==> config.mk <==
export PLATFORM = sky130hd
export DESIGN_NAME = stream_lfsr
export DESIGN_NICKNAME = d
export VERILOG_FILES = /design/src/rtl/stream_pkg.sv /design/src/rtl/stream_lfsr.sv
export SDC_FILE = /design/constraint.sdc
export NUM_CORES = 1
export LEC_CHECK = 0
export ABC_AREA = 0
export CAP_MARGIN = 25
export CORE_AREA = 8 8 52 54
export DETAILED_ROUTE_END_ITERATION = 6
export DIE_AREA = 0 0 60 62
export PLACE_DENSITY = 0.69
export REMOVE_ABC_BUFFERS = 1
export SETUP_SLACK_MARGIN = 0.05
export SLEW_MARGIN = 40
export SYNTH_ARGS = -nofsm -noshare
export SYNTH_HDL_FRONTEND = slang
export SYNTH_SLANG_ARGS = --single-unit
export TNS_END_PERCENT = 100
==> constraint.sdc <==
create_clock -name clk -period 1 [get_ports clk]
set_clock_uncertainty 0.2 [all_clocks]
set_input_delay 0.3 -clock clk [delete_from_list [all_inputs] [get_ports clk]]
set_output_delay 0.3 -clock clk [all_outputs]
set_load 0.03 [all_outputs]
==> src/rtl/stream_pkg.sv <==
// Shared types and constants for the stream checker and its LFSR.
package stream_pkg;

  // Checker control states.
  typedef enum logic [1:0] {
    ST_IDLE = 2'd0,
    ST_RUN  = 2'd1,
    ST_DONE = 2'd2
  } state_t;

  localparam int LFSR_W = 16;

  // Fibonacci taps 16,14,13,11 expressed as a mask over q[15:0].
  localparam logic [LFSR_W-1:0] LFSR_TAPS = 16'hB400;

  localparam logic [LFSR_W-1:0] DEFAULT_SEED = 16'hACE1;

  // XOR of the tapped bits; becomes the new LSB on each shift.
  function automatic logic lfsr_feedback(input logic [LFSR_W-1:0] q);
    return ^(q & LFSR_TAPS);
  endfunction

endpackage

==> src/rtl/stream_lfsr.sv <==
// 16-bit Fibonacci LFSR that shifts left while en is high.
module stream_lfsr
  import stream_pkg::*;
#(
  parameter logic [LFSR_W-1:0] SEED = DEFAULT_SEED
) (
  input  logic              clk,
  input  logic              rst,
  input  logic              en,
  output logic [LFSR_W-1:0] q
);

  logic [LFSR_W-1:0] r_q;
  logic [LFSR_W-1:0] w_q_next;

  assign w_q_next[0] = lfsr_feedback(r_q);

  genvar gi;
  generate
    for (gi = 1; gi < LFSR_W; gi++) begin : g_shift
      assign w_q_next[gi] = r_q[gi-1];
    end
  endgenerate

  // Load the seed on reset, otherwise advance only when enabled.
  always_ff @(posedge clk) begin
    if (!rst) begin
      r_q <= SEED;
    end else if (en) begin
      r_q <= w_q_next;
    end
  end

  assign q = r_q;

endmodule

# [Yosys cells after proc, flatten, opt, wreduce, memory -nomap -nowiden]
# Cells that the tools add are included.
[word_totals] wordCells=2 inputBits=3 out_inout_bits=16 register_bits=16
[op_classes] reduce_logical=1
[op_table] op="$reduce_xor A16 Y1" n=1

# [Depth between registers and ports, before layout]
[depth] depth_word=1 mapped_depth=4 ltp_nobuf=3

# [Least setup slack after synthesis]
# No wires, ideal clock.
[synth_timing] path_kind="register to register" from="register r_q[15] (netlist: q[15])" to="register r_q[0] (netlist: q[0])" setup_ns=0.124 setup_slack_ns=-0.217 arrival_time_ns=0.894 required_time_ns=0.676 path_buffers=0 path_stages_with_launch=4 cell_sequence="dfxtp_1 -> xnor2_1 -> xnor2_1 -> a31oi_1"
[synth_between] elab_chain_len=1
[synth_rtl] element="start, declared" line="stream_lfsr.sv:13" text="logic [LFSR_W-1:0] r_q;"
[synth_rtl] element="start signal, assigned" line="stream_lfsr.sv:30" text="r_q <= w_q_next;"
[synth_rtl] element="$reduce_xor A16 Y1" line="stream_pkg.sv:20" text="return ^(q & LFSR_TAPS);"
# No other way between the ends.
# A chain may end at the register's enable or synchronous reset.

# [Worst setup path in the final report]
[layout_timing] from="register r_q[1] (netlist: q[1])" to="output port q[1]"
[layout_lines] element="end, declared" line="stream_lfsr.sv:10" text="output logic [LFSR_W-1:0] q"
# No word-level cell between the ends.

==> impl_metrics.env <==
export IMPL_initial_core_util=0.391
export IMPL_ios=19
export IMPL_path_class="register to output port"
export IMPL_dpl_cell_count=114
export IMPL_crit_slowest_cell="dfxtp_2"
export IMPL_synthMostInstantiatedCell="dfxtp_1"
export IMPL_clock_latency_ps=280
export IMPL_critPathBufInv=1
export IMPL_arrival_ps=780
export IMPL_p_leak_nw=0.545
export IMPL_synth_adder_area_share=0
export IMPL_core_sq_um=1900
export IMPL_routed_wl_um=1650
export IMPL_io_buffer_count=18
export IMPL_end_kind="output port"
export IMPL_worstPathMaxFanout=2
export IMPL_grt_pass1_wl_um=2500
export IMPL_slew_headroom=0.898
export IMPL_yosysWarnings=0
export IMPL_drtPass1Iterations=4
export IMPL_cts_buffers=3
export IMPL_globalRouteOverflowTotal=0
export IMPL_ant_nets=0
export IMPL_violations="setup timing"
export IMPL_met1_length_um=672
export IMPL_drive_gt1_frac=0.660
export IMPL_fin_setup_tns_ps=-4820
export IMPL_grt_usage=0.0914
export IMPL_cts_htree_levels=1
export IMPL_finalCritPeriodShare=1.28
export IMPL_synth_area_leader_cell="dfxtp_1"
export IMPL_top_layer="met4"
export IMPL_wl_per_cell_um=13.3
export IMPL_drc=0
export IMPL_critPathMaxStageDelay_ps=360
export IMPL_vias=541
export IMPL_syn_avg_cell_area_sq_um=10.8
export IMPL_met2_length_um=835
export IMPL_synth_area_leaders="dfxtp_1 43%, mux2i_1 20%, buf_4 15%"
export IMPL_antenna_found_initial=0
export IMPL_cp_top_family="flip-flops"
export IMPL_fmax_ghz=0.784
export IMPL_rows=16
export IMPL_met3_length_um=92
export IMPL_drt_iter0_markers=8
export IMPL_ys_async_sr_fraction=0
export IMPL_clkTransAtPathRegs_ps=90
export IMPL_synth_top_family_by_area="multiplexers"
export IMPL_synth_simple_gate_area_share=0.113
export IMPL_netlist_area_sq_um=743
export IMPL_clock_sinks=16
export IMPL_irDropWorstVdd_v=0.000744
export IMPL_grt_pass1_vias=548
export IMPL_hold_viol_final=0
export IMPL_cts_root_buf="clkbuf_4"
export IMPL_die_height_um=62
export IMPL_rsz0062_at_grt="true"
export IMPL_die_area_sq_um=3720
export IMPL_grt_max_degree=10
export IMPL_fin_cells=124
export IMPL_cp_cell_sequence="buf_6"
export IMPL_largest_register_ffs=16
export IMPL_hold_class="input port to register"
export IMPL_slew_viol_final=0
export IMPL_die_w_um=60
export IMPL_synth_commonest_cells="16 x dfxtp_1, 15 x buf_4, 15 x mux2i_1, 8 x nor2b_1, 7 x nand2_1"
export IMPL_final_cell_area_sq_um=1180
export IMPL_synth_seq_cells=16
export IMPL_synthCells=69
export IMPL_fin_crit_ps=1280
export IMPL_post_dp_cell_area_sq_um=916
export IMPL_ys_types=12
export IMPL_setup_ws_ps=-276
export IMPL_setup_worst_path_start_class="register"
export IMPL_cp_required_ps=500
export IMPL_area_growth_pct=58.4
export IMPL_cts_tree="done"
export IMPL_dpl_hpwl_um=1010
export IMPL_synthMuxAreaShare=0.202
export IMPL_power_density_nw_per_um2=1330
export IMPL_holdWs_ps=228
export IMPL_synth_edf_count=0
export IMPL_antenna_cells=0
export IMPL_cts_max_path_buffers=2
export IMPL_nNetsFinal=102
export IMPL_synth_compound_area_frac=0.00842
export IMPL_run_status="complete, but fails checks"
export IMPL_worst_slew_pin_slew_ps=149
export IMPL_maxCapViolCount=0
export IMPL_synth_xor_area_frac=0.0455
export IMPL_gp_congestion=0.692
export IMPL_yosysSeqAreaShare=0.431
export IMPL_yosysTopAreaCellShare=0.431
export IMPL_via_per_inst=4.36
export IMPL_setup_viol=24
export IMPL_synthFlopType="dfxtp_1"
## metrics by stage
stage / total power [mW] / worst slack (ps) / utilization
5_1_grt: 1.65 / -323 / 0.619
2_1_floorplan: 0.912 / -244 / -
6_report: 1.56 / -276 / 0.619
3_5_place_dp: 1.11 / -613 / 0.482
4_1_cts: 1.54 / -273 / 0.589
3_3_place_gp: 1.10 / -565 / 0.482
## what timing repair did
| item | 4_1_cts | 5_1_grt |
|---|---|---|
| setup endpoints to repair | 32 | 32 |
| buffers inserted | 6 | 4 |
| hold buffers | 0 | 0 |
| resized for setup | 50 | 14 |
| gates cloned | 2 | 0 |
| pin swaps | 9 | 9 |
| hold endpoints to repair | 0 | 0 |
## cell families (layout without fill, tap and decap cells)
group,after synthesis,count (layout)
buffers and inverters,18,46
flip-flops,16,16
AO/OA/AOI/OAI,1,1
multiplexers,15,15
XOR/XNOR,3,3
AND/OR/NAND/NOR,16,16
## layout by cell type, fill, tap and decap left out, drive strengths merged
cell type	synthesis	final
mux2i	15	15
xnor2	3	3
dlygate4sd2	0	1
nor2b	8	8
buf	18	42
nand2	7	7
dfxtp	16	16
clkbuf	0	3
a31oi	1	1
nor3b	1	1
## cell type report
type / instances / area, sq um
sequential: 16 / 343
timing repair buffer: 43 / 493
clock buffer: 3 / 22.5
tap: 27 / 33.8
multi-input combinational: 35 / 285
fill: 155 / 724
## routing by layer
| metal | global-route usage | vias up |
|---|---|---|
| li1 | - | 268 |
| met1 | 0.0968 | 255 |
| met2 | 0.151 | 14 |
| met3 | 0.0267 | 4 |
| met4 | 0.0714 | 0 |
| met5 | 0 | - |
## final timing paths
path,from,to,slack [ps],depth (start not counted)
worst min-delay path,en,q[0],230,3
worst max-delay path,q[1],q[1],-280,1
worst max register to register,q[10],q[0],-180,4
worst min register to register,q[7],q[7],370,3
## report_power, final
part | internal (mW) | switching, mW
combinational | 0.281 | 0.217
clock | 0.140 | 0.196
sequential | 0.691 | 0.0397
## worst reg2reg max path, stage by stage (launching register included)
cell,delay (ps)
dfxtp_4,360
buf_6,120
xnor2_2,120
xnor2_1,180
a31oi_1,100
Power figures use the tool's default switching activity.
